**config.mk**
```make
export PLATFORM = sky130hd
export DESIGN_NAME = bcd_sub_serial_flat
export DESIGN_NICKNAME = d
export VERILOG_FILES = /design/src/rtl/bcd_pkg.sv /design/src/rtl/bcd_sub_serial_if.sv /design/src/rtl/bcd_digit_sub.sv /design/src/rtl/bcd_sub_serial.sv /design/src/flat_wrapper.sv
export SDC_FILE = /design/constraint.sdc
export NUM_CORES = 1
export LEC_CHECK = 0
export CELL_PAD_IN_SITES_DETAIL_PLACEMENT = 1
export CELL_PAD_IN_SITES_GLOBAL_PLACEMENT = 1
export CORE_UTILIZATION = 27
export DETAILED_ROUTE_END_ITERATION = 12
export GPL_ROUTABILITY_DRIVEN = 0
export GPL_TIMING_DRIVEN = 0
export PLACE_DENSITY = 0.57
export SLEW_MARGIN = 20
export SYNTH_ARGS = -nofsm -noshare
export SYNTH_HDL_FRONTEND = slang
export SYNTH_SLANG_ARGS = --single-unit
```
**constraint.sdc**
```tcl
create_clock -name clk -period 6.21 [get_ports clk]
set_input_delay 0.621 -clock clk [delete_from_list [all_inputs] [get_ports clk]]
set_output_delay 0.621 -clock clk [all_outputs]
set_load 0.03 [all_outputs]
```
**src/rtl/bcd_pkg.sv**
```systemverilog
// Shared constants, FSM state type and digit-validity helper for the serial BCD subtractor.
package bcd_pkg;

  localparam int unsigned DIG_W   = 4;
  localparam int unsigned DIG_MAX = 9;
  localparam int unsigned RADIX   = 10;

  typedef enum logic [1:0] {
    IDLE = 2'd0,
    SUB  = 2'd1,
    CPL  = 2'd2,
    DONE = 2'd3
  } state_e;

  function automatic logic digit_invalid(input logic [DIG_W-1:0] d);
    return d > DIG_W'(DIG_MAX);
  endfunction

endpackage

```
**src/rtl/bcd_sub_serial_if.sv**
```systemverilog
// Request/response bundle between a requester and the serial BCD subtractor.
interface bcd_sub_serial_if #(
  parameter int unsigned NDIG = 4
);
  localparam int unsigned W = 4 * NDIG;

  logic         start;
  logic [W-1:0] a;
  logic [W-1:0] b;
  logic         busy;
  logic         done;
  logic [W-1:0] diff;
  logic         neg;
  logic         invalid;

  modport master (
    output start, a, b,
    input  busy, done, diff, neg, invalid
  );

  modport slave (
    input  start, a, b,
    output busy, done, diff, neg, invalid
  );

endinterface

```
**src/rtl/bcd_digit_sub.sv**
```systemverilog
// One BCD digit of subtraction with borrow: d = a_d - b_d - bin, wrapped into 0..9.
module bcd_digit_sub
  import bcd_pkg::*;
(
  input  logic [DIG_W-1:0] a_d,
  input  logic [DIG_W-1:0] b_d,
  input  logic             bin,
  output logic [DIG_W-1:0] d,
  output logic             bout
);

  localparam int unsigned TW = DIG_W + 1;

  logic [TW-1:0] t;

  // Range of t is -10..9, so the top bit of a TW-bit result is the sign.
  always_comb begin
    t    = TW'(a_d) - TW'(b_d) - TW'(bin);
    bout = t[DIG_W];
    d    = bout ? DIG_W'(t + TW'(RADIX)) : t[DIG_W-1:0];
  end

endmodule

```
**src/rtl/bcd_sub_serial.sv**
```systemverilog
// Digit-serial BCD subtractor returning |a-b| and sign; a borrow-out after the
// magnitude pass triggers a second tens-complement pass over the result.
module bcd_sub_serial
  import bcd_pkg::*;
#(
  parameter int unsigned NDIG = 4
) (
  input  logic                 clk,
  input  logic                 rst_n,
  bcd_sub_serial_if.slave      bus
);

  localparam int unsigned W     = NDIG * DIG_W;
  localparam int unsigned IDX_W = $clog2(NDIG);
  localparam logic [IDX_W-1:0] LAST_IDX = IDX_W'(NDIG - 1);

  state_e           state_q, state_d;
  logic [W-1:0]     a_q, a_d;
  logic [W-1:0]     b_q, b_d;
  logic [W-1:0]     res_q, res_d;
  logic [IDX_W-1:0] idx_q, idx_d;
  logic             borrow_q, borrow_d;
  logic             inv_q, inv_d;
  logic             start_prev_q, start_prev_d;
  logic             busy_q, busy_d;
  logic             done_q, done_d;
  logic [W-1:0]     diff_q, diff_d;
  logic             neg_q, neg_d;
  logic             invalid_q, invalid_d;

  logic [DIG_W-1:0] op_a, op_b, dig;
  logic             dig_bout;
  logic [W-1:0]     res_shift;
  logic             any_inv;
  logic             start_edge;

  // Shared digit cell: SUB feeds operand LSDs, CPL feeds 0 - result LSD.
  bcd_digit_sub u_digit (
    .a_d  (op_a),
    .b_d  (op_b),
    .bin  (borrow_q),
    .d    (dig),
    .bout (dig_bout)
  );

  always_comb begin
    op_a = (state_q == CPL) ? '0 : a_q[DIG_W-1:0];
    op_b = (state_q == CPL) ? res_q[DIG_W-1:0] : b_q[DIG_W-1:0];
    // New digit enters at the MSD end so after NDIG shifts the result is in place.
    res_shift = {dig, res_q[W-1:DIG_W]};
  end

  always_comb begin
    any_inv = 1'b0;
    for (int i = 0; i < int'(NDIG); i++) begin
      any_inv = any_inv | digit_invalid(bus.a[i*DIG_W +: DIG_W])
                        | digit_invalid(bus.b[i*DIG_W +: DIG_W]);
    end
  end

  // A held start launches only one operation; start must drop before the next.
  assign start_edge = bus.start & ~start_prev_q;

  always_comb begin
    state_d      = state_q;
    a_d          = a_q;
    b_d          = b_q;
    res_d        = res_q;
    idx_d        = idx_q;
    borrow_d     = borrow_q;
    inv_d        = inv_q;
    start_prev_d = bus.start;
    busy_d       = busy_q;
    done_d       = 1'b0;
    diff_d       = diff_q;
    neg_d        = neg_q;
    invalid_d    = invalid_q;

    unique case (state_q)
      IDLE: begin
        if (start_edge) begin
          a_d      = bus.a;
          b_d      = bus.b;
          res_d    = '0;
          idx_d    = '0;
          borrow_d = 1'b0;
          inv_d    = any_inv;
          busy_d   = 1'b1;
          state_d  = SUB;
        end
      end

      SUB: begin
        if (inv_q) begin
          state_d   = DONE;
          busy_d    = 1'b0;
          done_d    = 1'b1;
          diff_d    = '0;
          neg_d     = 1'b0;
          invalid_d = 1'b1;
        end else begin
          res_d    = res_shift;
          a_d      = a_q >> DIG_W;
          b_d      = b_q >> DIG_W;
          borrow_d = dig_bout;
          idx_d    = idx_q + IDX_W'(1);
          if (idx_q == LAST_IDX) begin
            idx_d = '0;
            if (dig_bout) begin
              borrow_d = 1'b0;
              state_d  = CPL;
            end else begin
              state_d   = DONE;
              busy_d    = 1'b0;
              done_d    = 1'b1;
              diff_d    = res_shift;
              neg_d     = 1'b0;
              invalid_d = 1'b0;
            end
          end
        end
      end

      CPL: begin
        res_d    = res_shift;
        borrow_d = dig_bout;
        idx_d    = idx_q + IDX_W'(1);
        if (idx_q == LAST_IDX) begin
          idx_d     = '0;
          state_d   = DONE;
          busy_d    = 1'b0;
          done_d    = 1'b1;
          diff_d    = res_shift;
          neg_d     = 1'b1;
          invalid_d = 1'b0;
        end
      end

      DONE: begin
        state_d = IDLE;
      end

      default: begin
        state_d = IDLE;
      end
    endcase
  end

  always_ff @(posedge clk or negedge rst_n) begin
    if (!rst_n) begin
      state_q      <= IDLE;
      a_q          <= '0;
      b_q          <= '0;
      res_q        <= '0;
      idx_q        <= '0;
      borrow_q     <= 1'b0;
      inv_q        <= 1'b0;
      start_prev_q <= 1'b0;
      busy_q       <= 1'b0;
      done_q       <= 1'b0;
      diff_q       <= '0;
      neg_q        <= 1'b0;
      invalid_q    <= 1'b0;
    end else begin
      state_q      <= state_d;
      a_q          <= a_d;
      b_q          <= b_d;
      res_q        <= res_d;
      idx_q        <= idx_d;
      borrow_q     <= borrow_d;
      inv_q        <= inv_d;
      start_prev_q <= start_prev_d;
      busy_q       <= busy_d;
      done_q       <= done_d;
      diff_q       <= diff_d;
      neg_q        <= neg_d;
      invalid_q    <= invalid_d;
    end
  end

  assign bus.busy    = busy_q;
  assign bus.done    = done_q;
  assign bus.diff    = diff_q;
  assign bus.neg     = neg_q;
  assign bus.invalid = invalid_q;

endmodule
```
**src/flat_wrapper.sv**
```systemverilog
// flat-port wrapper written by rule: the top's interface ports become plain ports
module bcd_sub_serial_flat import bcd_pkg::*;
#(
  parameter int unsigned NDIG = 4
)
  (clk, rst_n, bus_start, bus_a, bus_b, bus_busy, bus_done, bus_diff, bus_neg, bus_invalid);
  bcd_sub_serial_if #(.NDIG(NDIG)) bus_i ();
  input  logic clk;
  input  logic rst_n;
  input wire logic [$bits(bus_i.start)-1:0] bus_start;
  input wire logic [$bits(bus_i.a)-1:0] bus_a;
  input wire logic [$bits(bus_i.b)-1:0] bus_b;
  output wire logic [$bits(bus_i.busy)-1:0] bus_busy;
  output wire logic [$bits(bus_i.done)-1:0] bus_done;
  output wire logic [$bits(bus_i.diff)-1:0] bus_diff;
  output wire logic [$bits(bus_i.neg)-1:0] bus_neg;
  output wire logic [$bits(bus_i.invalid)-1:0] bus_invalid;
  assign bus_i.start = bus_start;
  assign bus_i.a = bus_a;
  assign bus_i.b = bus_b;
  assign bus_busy = bus_i.busy;
  assign bus_done = bus_i.done;
  assign bus_diff = bus_i.diff;
  assign bus_neg = bus_i.neg;
  assign bus_invalid = bus_i.invalid;
  bcd_sub_serial #(.NDIG(NDIG)) u_core (.clk(clk), .rst_n(rst_n), .bus(bus_i));
endmodule
```
Word level (Yosys, flattened, before mapping)
Index checks and enable logic that the tools add are counted.
{"block": "classes", "add_sub_neg": 4, "order_cmp": 8, "eq_ne": 9, "muxes": 46, "n_bitwise": 9, "reduce_logical": 10}
{"op": "$mux W16", "count": 10}
{"op": "$pmux W16 S2", "count": 3}
{"op": "$pmux W16 S3", "count": 1}
{"op": "$gt A4 B4 Y1 const B", "count": 8}
{"op": "$mux W1", "count": 15}
{"op": "$mux W2", "count": 7}
{"op": "$mux W4", "count": 3}
{"op": "$reduce_and A3 Y1", "count": 3}
{"op": "$pmux W2 S4", "count": 1}
{"op": "$or A1 B1 Y1", "count": 7}
{"op": "$eq A2 B2 Y1 const B", "count": 3}
{"op": "$pmux W1 S2", "count": 3}
{"op": "$pmux W1 S3", "count": 2}
{"op": "$pmux W2 S3", "count": 1}
{"op": "$reduce_and A5 Y1", "count": 1}
{"op": "$sub A4 B4 Y5", "count": 1}
{"op": "$sub A5 B1 Y5", "count": 1}
{"op": "$add A4 B4 Y4 const B", "count": 1}
{"op": "$ne A2 B2 Y1 const B", "count": 2}
{"op": "$reduce_and A4 Y1", "count": 1}
{"op": "$reduce_bool A2 Y1", "count": 2}
{"op": "$ne A3 B1 Y1 const B", "count": 1}
{"op": "$ne A3 B2 Y1 const B", "count": 1}
{"op": "$reduce_bool A3 Y1", "count": 1}
{"op": "7 further kinds", "count": 7}
{"block": "word_totals", "regBits": 75, "inputBits": 35, "out_inout_bits": 20, "wordCells": 99}

Logic depth before layout (Yosys ltp)
{"block": "logic_depth", "word_depth": 10, "ltp_mapped": 13, "mapped_depth_nobuf": 11}

Hierarchy
From an unflattened synthesis, not the netlist that was laid out.
{"block": "unflattened", "hier_cells": 374, "area_unflattened_um2": 3669.8}
{"mod": "bcd_sub_serial", "instances": 1, "cells_per_inst": 342, "area_per_inst_um2": 3395.8}
{"mod": "bcd_digit_sub", "instances": 1, "cells_per_inst": 32, "area_per_inst_um2": 274.0}

Least setup slack after synthesis
Ideal clock, no wire load.
{"block": "synth_timing", "path_kind": "reg-to-reg", "startpoint": "register u_core.state_q[0]", "endpoint": "register u_core.diff_q[12], in the netlist u_core.bus.diff[12]", "setup_ps": 125, "arrival_ps": 3235, "required_ps": 6085, "setup_slack_ps": 2850, "stages_incl_launch_ff": 13, "n_path_buf": 1, "synth_period_minus_slack_ps": 3360, "path_cell_list": "dfrtp_1 -> inv_1 -> ha_1 -> clkbuf_1 -> mux2_2 -> ha_1 -> inv_1 -> ha_1 -> and2_0 -> a22o_1 -> or2_4 -> a21oi_4 -> mux2_2"}
{"block": "synth_between", "elab_chain_cells": 10, "word_cells_on_any_way": 18}
{"item": "start, declared", "line_no": "bcd_sub_serial.sv:17", "rtl": "state_e state_q, state_d;"}
{"item": "start signal, assigned", "line_no": "bcd_sub_serial.sv:165", "rtl": "state_q <= state_d;"}
{"item": "$eq A2 B2 Y1", "line_no": "bcd_sub_serial.sv:47, bcd_sub_serial.sv:48, bcd_sub_serial.sv:79"}
{"item": "$mux W4, on equally long branches", "line_no": "bcd_sub_serial.sv:47, bcd_sub_serial.sv:48"}
{"item": "$sub A4 B4 Y5", "line_no": "bcd_digit_sub.sv:18", "rtl": "t = TW'(a_d) - TW'(b_d) - TW'(bin);"}
{"item": "$sub A5 B1 Y5", "line_no": "bcd_digit_sub.sv:18"}
{"item": "$add A4 B4 Y4", "line_no": "bcd_digit_sub.sv:20", "rtl": "d = bout ? DIG_W'(t + TW'(RADIX)) : t[DIG_W-1:0];"}
{"item": "$mux W4", "line_no": "bcd_digit_sub.sv:20"}
{"item": "$mux W16", "line_no": "bcd_sub_serial.sv:109", "rtl": "if (dig_bout) begin"}
{"item": "$mux W16", "line_no": "bcd_sub_serial.sv:107", "rtl": "if (idx_q == LAST_IDX) begin"}
{"item": "$mux W16", "line_no": "bcd_sub_serial.sv:94", "rtl": "if (inv_q) begin"}
{"item": "$pmux W16 S2", "line_no": "bcd_sub_serial.sv:79", "rtl": "unique case (state_q)"}
{"item": "end signal, assigned", "line_no": "bcd_sub_serial.sv:175", "rtl": "diff_q <= diff_d;"}
{"item": "end, declared", "line_no": "bcd_sub_serial.sv:27", "rtl": "logic [W-1:0] diff_q, diff_d;"}
Parallel ways exist; a longest one is shown, timed or not. The select of a mux whose other input is x is not followed.
A chain may end at the register's enable or synchronous reset.

Worst setup path in the final report
{"block": "layout_timing", "startpoint": "register u_core.state_q[0]", "endpoint": "register u_core.diff_q[9], in the netlist u_core.bus.diff[9]"}
{"block": "layout_between", "elab_chain_cells": 6, "word_cells_on_any_way": 12}
{"item": "$eq A2 B2 Y1", "line_no": "bcd_sub_serial.sv:47, bcd_sub_serial.sv:48, bcd_sub_serial.sv:79"}
{"item": "$mux W4, on equally long branches", "line_no": "bcd_sub_serial.sv:47, bcd_sub_serial.sv:48"}
{"item": "$sub A4 B4 Y5", "line_no": "bcd_digit_sub.sv:18"}
{"item": "$sub A5 B1 Y5", "line_no": "bcd_digit_sub.sv:18"}
{"item": "$ne A3 B2 Y1 (no line)"}
{"item": "$reduce_and A4 Y1 (no line)"}
Parallel ways exist; a longest one is shown, timed or not.

==> impl_metrics.csv <==
group,metric,value,unit
layout,finalInstanceArea,4800,um^2
clock_network,post_cts_resized,0,
worst_setup_path,critPathTopFamily,"adder cells",
worst_setup_path,cp_slowest_cell,"clkbuf_1",
synthesis,synth_ff_type,"dfrtp_1",
clock_network,clk_latency,340,ps
timing,finalSetupViolations,0,
detailed_routing,drc,0,
synthesis,async_flop_share,1.00,
synthesis,synth.area.top_cells,"dfrtp_1 (51%), mux2i_1 (11%), nand2_1 (8.8%), o21ai_0 (7.2%), ha_1 (3.4%)",
floorplan,rows,42,
clock_network,htree_levels,3,
layout,antenna_cells,0,
synthesis,synth_edf_count,0,
worst_setup_path,crit_chain,"inv_1 -> ha_1 -> clkbuf_1 -> mux2_2 -> ha_1 -> inv_1 -> ha_1 -> and2_0 -> a22o_1 -> or2_4 -> a21oi_4 -> buf_6 -> mux2i_1",
timing,max_freq,0.259,GHz
power,power_frac_clock,0.183,
power,power_frac_comb,0.550,
floorplan,coreArea,13300,um^2
layout,nets,484,
worst_setup_path,r2r_end,"u_core.bus.diff[9]$_DFFE_PN0P_",
clock_network,hold_buffers,0,
global_route,grt_pass1_vias,2975,
min_path,hp-class,"primary input to async pin",
power,power.switching,1.33,mW
timing,timing.setup.tns,0,ps
synthesis,synth_seq_cells,75,
outcome,status,"completed",
timing,grt_setup_unrepaired,"no",
global_route,grt_pass1_wl,15200,um
worst_setup_path,cp-end-kind,"flip-flop",
detailed_routing,vias,2793,
layout,area_growth,29.9,%
power,power_frac_seq,0.267,
timing,tightest_slew,542,ps
clock_network,cts-root-buf,"clkbuf_16",
synthesis,yosys-top-cells-count,"nand2_1 (87), dfrtp_1 (75), o21ai_0 (53), mux2i_1 (39), inv_1 (21)",
worst_setup_path,cp_common_cell,"ha_1",
detailed_routing,drt_wl_total,9170,um
timing,fin_crit_sh,0.622,
synthesis,syn-num-nets,418,
timing,max_slew_margin,0.639,
floorplan,io_pins,55,
placement,place_inst,602,
synthesis,yosysMostFrequentCell,"nand2_1",
worst_setup_path,crit_type,"flip-flop to flip-flop",
worst_setup_path,path_buf_inv,4,
timing,hold_slack,253,ps
timing,fin_crit,3860,ps
power,power.leakage,2.10,nW
floorplan,dieArea,14200,um^2
worst_setup_path,critPathLaunchType,"flip-flop",
power,ir_drop,0.158,mV
global_route,antenna_found_initial,0,
detailed_routing,routed_via_density,4.52,
timing,hold_viol,0,
clock_network,cts_buffer_depth,2,
synthesis,seq_area_frac_synth,0.508,
synthesis,yosysWarnings,0,
clock_network,cts.sinks,75,
detailed_routing,drt_pass1_iterations,4,
placement,hpwlAfterDp,6940,um
synthesis,syn_inst,371,
detailed_routing,ant_nets,0,
global_route,grt_overflow,0,
timing,skew,5.68,ps
global_route,grt_max_degree,40,
detailed_routing,drt_iter0_drc,66,
synthesis,synth_area_leader_cell,"dfrtp_1",
worst_setup_path,cp.arrival,4120,ps
worst_setup_path,required,6470,ps
clock_network,post-cts-setup-buffers,0,
power,p_per_area,651,nW/um^2
synthesis,ys_types,39,
detailed_routing,wire_per_inst,14.8,um
global_route,track_usage,0.141,
power,p_sw_frac,0.427,
layout,drive_gt1_frac,0.0679,
run,drv_cap,0,
timing,slew_viol_final,0,
worst_setup_path,r2r_setup_slack,2350,ps
worst_setup_path,regToRegStartpoint,"u_core.state_q[0]$_DFFE_PN0P_",
floorplan,start_util,0.278,
clock_network,clkTransAtPathRegs,60,ps
placement,place_area,4470,um^2
synthesis,netlist_area,3690,um^2
worst_setup_path,r2r_cells,13,
placement,io_buffers,54,
floorplan,die_w,119,um
power,p_total,3.12,mW
floorplan,die_y,119,um
clock_network,cts-buffers-inserted,9,
worst_setup_path,critPathMaxFanout,10,
worst_setup_path,critical_path.max_stage_delay,430,ps
synthesis,synth.top_cell.area_share,0.508,
layout,instances_no_fill,618,
power,internal-power,1.79,mW
clock_network,cts_tree,"built",
synthesis,synth.avg_cell_area,9.96,um^2
through the flow:
step,util,worst slack (ps)
after floorplan,-,2850
after global placement,0.335,1640
after detailed placement,0.336,2270
after CTS,0.361,2260
after global routing,0.361,2000
final,0.361,2350
layout make-up:
class	count	area, um^2
Sequential cell	75	1880
Clock buffer	11	253
Buffer	19	81.3
Inverter	21	78.8
Clock inverter	5	75.1
Fill cell	1522	8500
Timing Repair Buffer	55	558
Multi-Input combinational cell	256	1660
Tap cell	176	220
registers in the layout (all words and copies together) (netlist names):
register / count
u_core.a_q: 16
u_core.b_q: 16
u_core.borrow_q: 1
u_core.bus.busy: 1
u_core.bus.diff: 16
u_core.bus.done: 1
u_core.bus.invalid: 1
u_core.bus.neg: 1
u_core.idx_q: 2
u_core.inv_q: 1
u_core.res_q: 16
u_core.start_prev_q: 1
u_core.state_q: 2
how the worst max path moves through the flow:
stage                                  start  slack (ps)                              end  cells after the start
2_1_floorplan  u_core.state_q[0]$_DFFE_PN0P_        2850  u_core.bus.diff[12]$_DFFE_PN0P_                     12
3_3_place_gp                           rst_n        1640       u_core.a_q[13]$_DFFE_PN0P_                      1
3_5_place_dp   u_core.state_q[0]$_DFFE_PN0P_        2270   u_core.bus.diff[0]$_DFFE_PN0P_                     13
4_1_cts        u_core.state_q[0]$_DFFE_PN0P_        2260   u_core.bus.diff[9]$_DFFE_PN0P_                     13
5_1_grt        u_core.state_q[0]$_DFFE_PN0P_        2000   u_core.bus.diff[0]$_DFFE_PN0P_                     13
6_report       u_core.state_q[0]$_DFFE_PN0P_        2350   u_core.bus.diff[9]$_DFFE_PN0P_                     13
per-layer routing:
metal  GRT usage  part of all wire  vias up
met1       0.169              0.45     1357
met2       0.241              0.49       52
li1            -                 -     1372
met5           0                 0        -
met4      0.0546             0.016        0
met3      0.0345             0.037       12
layout by cell type, fill, tap and decap left out, types with 3 or more instances in the layout:
master and instances:
nand2_1 87, dfrtp_1 75, o21ai_0 53, clkdlybuf4s50_1 53, mux2i_1 39, inv_1 21
clkbuf_1 15, nand3b_1 10, ha_1 10, clkbuf_16 9, nand2b_1 8, mux2_2 7
nor2b_1 5, nor2_1 4, clkinv_2 3
worst register-to-register path: stages, from the launching register on:
cell,delay [ps]
dfrtp_1,400
inv_1,130
ha_1,260
clkbuf_1,440
mux2_2,430
ha_1,280
inv_1,40
ha_1,340
and2_0,160
a22o_1,230
or2_4,290
a21oi_4,360
buf_6,240
mux2i_1,200
power by group through the flow:
stage	Combinational, mW	Clock, mW	Sequential (mW)
floorplan	1.16	0	0.905
global route	1.93	0.610	0.863
detailed placement	1.75	0	0.845
global placement	1.71	0	0.838
CTS	1.77	0.591	0.837
finish	1.72	0.571	0.834
cells by family (layout without fill, tap and decap cells):
logic type | count (synthesis) | count (layout) | synth area share
AO/OA/AOI/OAI | 71 | 71 | 0.111
XOR/XNOR | 4 | 4 | 0.0132
adder cells (fa/ha/maj) | 12 | 12 | 0.0447
buffers and inverters | 40 | 111 | 0.0434
flip-flops | 75 | 75 | 0.508
multiplexers | 47 | 47 | 0.130
AND/OR/NAND/NOR | 122 | 122 | 0.149
Power figures use the tool's default switching activity.
